--- src/rtl/wss_pkg.sv ---
// wss_pkg: shared state type and round-robin helpers for window_frame_sched
package wss_pkg;
  typedef enum logic [2:0] {IDLE, ARB, STREAM, PAD, DROP} sched_state_e;
  localparam int MAX_CH = 32;
  function automatic int chan_w(input int n);
    return (n > 1) ? $clog2(n) : 1;
  endfunction
  // Lowest rotated offset from ptr wins; caller checks any_valid separately.
  function automatic int rr_pick(input logic [MAX_CH-1:0] valid_vec, input int ptr, input int n);
    int c;
    rr_pick = 0;
    for (int i = n; i >= 1; i--) begin
      c = (ptr + i) % n;
      if (valid_vec[c[4:0]]) rr_pick = c;
    end
  endfunction
endpackage

--- src/rtl/rr_arbiter.sv ---
// rr_arbiter: combinational rotate-priority pick over NUM_CH requests starting after ptr
//   req: request vector, ptr: last granted index, grant: picked index, any_valid: some request set
module rr_arbiter import wss_pkg::*; #(
  parameter int NUM_CH = 4,
  localparam int CW = chan_w(NUM_CH)
) (
  input  logic [NUM_CH-1:0] req,
  input  logic [CW-1:0]     ptr,
  output logic [CW-1:0]     grant,
  output logic              any_valid
);
  logic [MAX_CH-1:0] req_ext;
  assign req_ext = MAX_CH'(req);
  assign grant = CW'(rr_pick(req_ext, int'(ptr), NUM_CH));
  assign any_valid = |req;
endmodule

--- src/rtl/window_frame_sched.sv ---
// window_frame_sched: round-robin whole-frame scheduler forcing exact N-sample frames (pad/truncate)
//   s_*: per-channel input streams, m_*: single output stream tagged with m_chan,
//   busy: not idle, frame_done: last-beat transfer, err_short/err_long: sticky pad/truncate flags
module window_frame_sched import wss_pkg::*; #(
  parameter int N = 1024,
  parameter int NUM_CH = 4,
  parameter int DATA_W = 16,
  localparam int CW = chan_w(NUM_CH),
  localparam int IW = $clog2(N)
) (
  input  logic                     clk,
  input  logic                     rst_n,
  input  logic                     enable,
  input  logic [NUM_CH-1:0]        s_valid,
  output logic [NUM_CH-1:0]        s_ready,
  input  logic [NUM_CH-1:0]        s_last,
  input  logic [NUM_CH*DATA_W-1:0] s_data,
  output logic                     m_valid,
  input  logic                     m_ready,
  output logic                     m_last,
  output logic [DATA_W-1:0]        m_data,
  output logic [CW-1:0]            m_chan,
  output logic                     busy,
  output logic                     frame_done,
  output logic                     err_short,
  output logic                     err_long
);
  sched_state_e state, state_n, nxt;
  logic [CW-1:0] grant, rr_ptr, arb_grant;
  logic [IW-1:0] idx;
  logic any_valid, at_end, lst, take, adv, set_short, set_long;
  logic [NUM_CH-1:0] sel;
  logic [DATA_W-1:0] ch_data [NUM_CH];
  for (genvar c = 0; c < NUM_CH; c++) begin : g_unpack
    assign ch_data[c] = s_data[c*DATA_W +: DATA_W];
  end
  rr_arbiter #(.NUM_CH(NUM_CH)) u_arb (
    .req      (s_valid),
    .ptr      (rr_ptr),
    .grant    (arb_grant),
    .any_valid(any_valid)
  );
  assign sel = NUM_CH'(1) << grant;
  assign at_end = idx == IW'(N - 1);
  assign lst = s_last[grant];
  assign nxt = enable ? ARB : IDLE;
  assign busy = state != IDLE;
  assign take = state == ARB && enable && any_valid;
  always_comb begin
    state_n = state;
    adv = 1'b0;
    set_short = 1'b0;
    set_long = 1'b0;
    s_ready = '0;
    m_valid = 1'b0;
    m_data = '0;
    m_last = 1'b0;
    m_chan = '0;
    frame_done = 1'b0;
    case (state)
      IDLE: state_n = enable ? ARB : IDLE;
      ARB: state_n = !enable ? IDLE : any_valid ? STREAM : ARB;
      STREAM: begin
        m_valid = s_valid[grant];
        s_ready = sel & {NUM_CH{m_ready}};
        m_data = ch_data[grant];
        m_chan = grant;
        m_last = at_end;
        adv = s_valid[grant] && m_ready;
        frame_done = adv && at_end;
        set_long = adv && at_end && !lst;
        set_short = adv && !at_end && lst;
        state_n = !adv ? STREAM : at_end ? (lst ? nxt : DROP) : lst ? PAD : STREAM;
      end
      PAD: begin
        m_valid = 1'b1;
        m_chan = grant;
        m_last = at_end;
        adv = m_ready;
        frame_done = m_ready && at_end;
        state_n = frame_done ? nxt : PAD;
      end
      DROP: begin
        s_ready = sel;
        state_n = s_valid[grant] && lst ? nxt : DROP;
      end
      default: state_n = IDLE;
    endcase
  end
  always_ff @(posedge clk or negedge rst_n) begin
    if (!rst_n) begin
      state <= IDLE;
      grant <= '0;
      rr_ptr <= CW'(NUM_CH - 1);
      idx <= '0;
      err_short <= 1'b0;
      err_long <= 1'b0;
    end else begin
      state <= state_n;
      if (take) begin
        grant <= arb_grant;
        rr_ptr <= arb_grant;
      end
      idx <= take ? '0 : adv ? (at_end ? '0 : idx + 1'b1) : idx;
      err_short <= err_short | set_short;
      err_long <= err_long | set_long;
    end
  end
endmodule

--- config.mk ---
export PLATFORM = sky130hd
export DESIGN_NAME = window_frame_sched
export DESIGN_NICKNAME = d
export VERILOG_FILES = /design/src/rtl/wss_pkg.sv /design/src/rtl/rr_arbiter.sv /design/src/rtl/window_frame_sched.sv
export SDC_FILE = /design/constraint.sdc
export NUM_CORES = 1
export LEC_CHECK = 0
export BUFFER_PORTS_ARGS = -buffer_cell sky130_fd_sc_hd__buf_4
export CAP_MARGIN = 25
export CELL_PAD_IN_SITES_DETAIL_PLACEMENT = 1
export CELL_PAD_IN_SITES_GLOBAL_PLACEMENT = 1
export CORE_UTILIZATION = 31
export DETAILED_ROUTE_END_ITERATION = 8
export PLACE_DENSITY = 0.89
export SETUP_SLACK_MARGIN = 0.1
export SYNTH_ARGS = -nofsm -noshare
export SYNTH_HDL_FRONTEND = slang
export SYNTH_SLANG_ARGS = --single-unit
--- constraint.sdc ---
create_clock -name clk -period 2.52 [get_ports clk]
set_clock_uncertainty 0.2 [all_clocks]
set_input_delay 0.126 -clock clk [delete_from_list [all_inputs] [get_ports clk]]
set_output_delay 0.126 -clock clk [all_outputs]
set_load 0.1 [all_outputs]
==> summary.md <==
| Metric | Value |
|---|---|
| Status | finished clean |
| Reg-to-reg endpoint | grant[1] |
| Ys flop type | dfrtp_1 |
| Yosys top cell area share | 24.5% |
| Die area | 0.00590 mm^2 |
| DRC viols | 0 |
| Placement row count | 26 |
| Crit-path slowest cell | mux4_1 |
| Via density | 5.45 |
| Vias | 1852 |
| Unrepaired setup endpoints after global routing | no |
| Final hold vios | 0 |
| Async set-reset flop share out of synthesis | 100% |
| Setup bufs post-CTS | 0 |
| Int Pwr | 1.43 mW |
| Worst Path Max Fanout | 22 |
| Required @ worst endpoint | 2190 ps |
| Static Leak | around 1.2 nW |
| PnR Total Power | 3.91 mW |
| Max clock buf depth | 2 |
| Crit-path cells | buf_6 -> mux4_1 -> nor2b_1 -> buf_4 |
| H-tree Lvls | 1 |
| Clock latency on the worst-skew pair | about 250 ps |
| Wirelength, routed | 6.63 mm |
| Vias in the first global route | 1938 |
| Layout area overhead | 54.2% |
| Critical path capture point type | output port |
| Initial antenna violation count | 0 |
| Sw Pwr | 2.48 mW |
| CTS tree | done |
| Reg2Reg Depth | 4 |
| Post-route ant nets | 0 |
| Final Util | about half |
| First-pass GRT wire length | 10.4 mm |
| Top cells by instance count after synthesis | 17 x dfrtp_1, 17 x mux4_2, 17 x nor2b_1 |
| Hold Slack | roughly 36 ps |
| Die span in y | 76.8 um |
| GP Congestion | 0.806 |
| Core Area | approximately 0.0052 mm^2 |
| Grt total ovfl | 0 |
| Crit path to | m_data[0] |
| Part of the power in registers | 14.1% |
| Total CTS buffers | 3 |
| Synth Cell Area | 0.00173 mm^2 |
| Worst Setup SP | grant[0] |
| MaxCap Viol Count | 0 |
| Combinational power share | 80.4% |
| WL/cell | approximately 20 um |
| First-pass iteration count of the detailed router | 4 |
| Largest net degree at the start of global routing | 24 |
| Final setup viols | 0 |
| Largest area contributor in the netlist | dfrtp_1 |
| Fin crit share | 91.3% |
| Netlist cell types | 47 |
| Reg clk slew, reported paths | ~70 ps |
| Final Max Slew Viols | 0 |
| Worst hold path type | in2reg |
| Slew @ Worst Pin | 426 ps |
| Worst rel slew slack | 71.4% |
| Cell area power density | 1460 mW/mm^2 |
| Clk pwr share | 5.5% |
| Post-synth EDFFs | 0 |
| Layout cells sized above 1 | between 50% and 60% |
| Net Count, Synth | 248 |
| CTS Sinks | 19 |
| Fillers | 614 |
| Largest cells by area after synthesis | dfrtp_1 25%, mux4_2 22%, nor2b_1 6.1%, dfstp_2 3.0%, nand2_1 2.8% |
| Number of synthesized register bits | 19 |
| Buffers on Ports | about 100 |
| Antenna Cells | 0 |
| Root buf cell | clkbuf_8 |
| 1st-iter DRT viols | 114 |
| Worst vdd ir | a little over 1000 uV |
| Starting Density | between 30 and 40% |
| Syn Inst Count | roughly 170 |
| R2R Path Start | state[0] |
| Slowest stage delay, CP | 590 ps |
| Peak Freq | 434 MHz |
| Post-DP HPWL | 5.36 mm |
| Tmin final | 2300 ps |
| Worst Path Arrival | 1980 ps |
| Switching share of power | 63.5% |
| Sequential area share after synthesis | 27.6% |
| Worst Setup Start Kind | register |
| Ports | 104 |
| Mean Syn Cell Area | 10.1 um^2 |
| Yosys warns | 0 |
| Nets@finish | 348 |
| R2R setup slack | 280 ps |
| Global-route usage over all layers | 22.8% |
| Setup CP Type | reg2out |
| Die Width | between 70 and 80 um |
[per-layer routing]
layer / global-route usage (%) / up-vias / wire, um
met4: 6.92 / 0 / 136
met5: 0 / - / 0
met3: 2.26 / 13 / 233
met1: 28.2 / 928 / 2610
met2: 41.4 / 51 / 3650
li1: - / 860 / -
[sequential cells by signal, indices dropped and copies added, names as in the netlist]
| signal | count |
|---|---|
| state | 3 |
| err_long | 1 |
| rr_ptr | 2 |
| grant | 2 |
| err_short | 1 |
| idx | 10 |
[layout make-up]
cell class | instances | area [um^2] | area share, %
flip-flops and latches | 19 | 478 | 17.9
multi-input cells | 136 | 1240 | 46.3
repair buffers | 107 | 810 | 30.3
clock buffers | 4 | 45.0 | 1.68
inverters | 4 | 15.0 | 0.562
well taps | 70 | 87.6 | 3.28
[cell usage in the layout (no fill, tap or decap), drive strengths merged, types with 4 or more instances in the layout]
master / instances
buf: 106
mux4: 18
dfrtp: 17
nor2b: 17
nand2: 13
nand3: 8
a21oi: 8
nor2: 6
nand2b: 5
or3: 5
inv: 4
and2: 4
o22ai: 4
clkbuf: 4
o21ai: 4
[power by group through the flow]
stage | sequential, mW | combinational [mW] | clock [mW]
2_1_floorplan | 0.519 | 2.55 | 0
3_3_place_gp | 0.532 | 3.07 | 0
3_5_place_dp | 0.543 | 3.13 | 0
4_1_cts | 0.548 | 3.14 | 0.218
5_1_grt | 0.572 | 3.28 | 0.228
6_report | 0.552 | 3.14 | 0.216
[worst min-delay path by stage]
stage,depth (start not counted),startpoint,to,slack [ps]
2_1_floorplan,0,rst_n,err_long,-370
3_3_place_gp,1,rst_n,idx[3],-180
3_5_place_dp,1,rst_n,idx[3],-180
4_1_cts,3,s_valid[0],rr_ptr[0],40
5_1_grt,3,s_valid[0],rr_ptr[0],60
6_report,3,s_valid[0],rr_ptr[0],40
[timing repair]
item	4_1_cts	5_1_grt
gates resized for setup	1	3
hold endpoints to repair	19	0
setup endpoints to repair	4	18
hold buffers	1	0
[kinds of logic after synthesis]
family          Yosys count  share of synthesized area [%]
fa+ha+maj                 1                          0.721
simple gates             77                           27.2
flops                    19                           27.6
compound gates           37                           14.4
mux                      21                           25.4
buf+inv                  16                           4.76
[critical path: cells and delay by family (launching register included)]
family | cells | cell delay (ps)
AND/OR/NAND/NOR | 1 | 140
buffers and inverters | 2 | 560
flip-flops | 1 | 430
multiplexers | 1 | 590
[stage by stage]
step                worst slack [ps]  cell area, um^2  TNS, ps  cells
CTS                              108             2660        0    340
finish                           218             2670        0    340
floorplan                       -223             1780    -1780    171
global route                     119             2670        0    340
global placement                 392             2600        0    335
detailed placement               297             2600        0    335
Note: power is estimated with default switching activity, not from simulation.
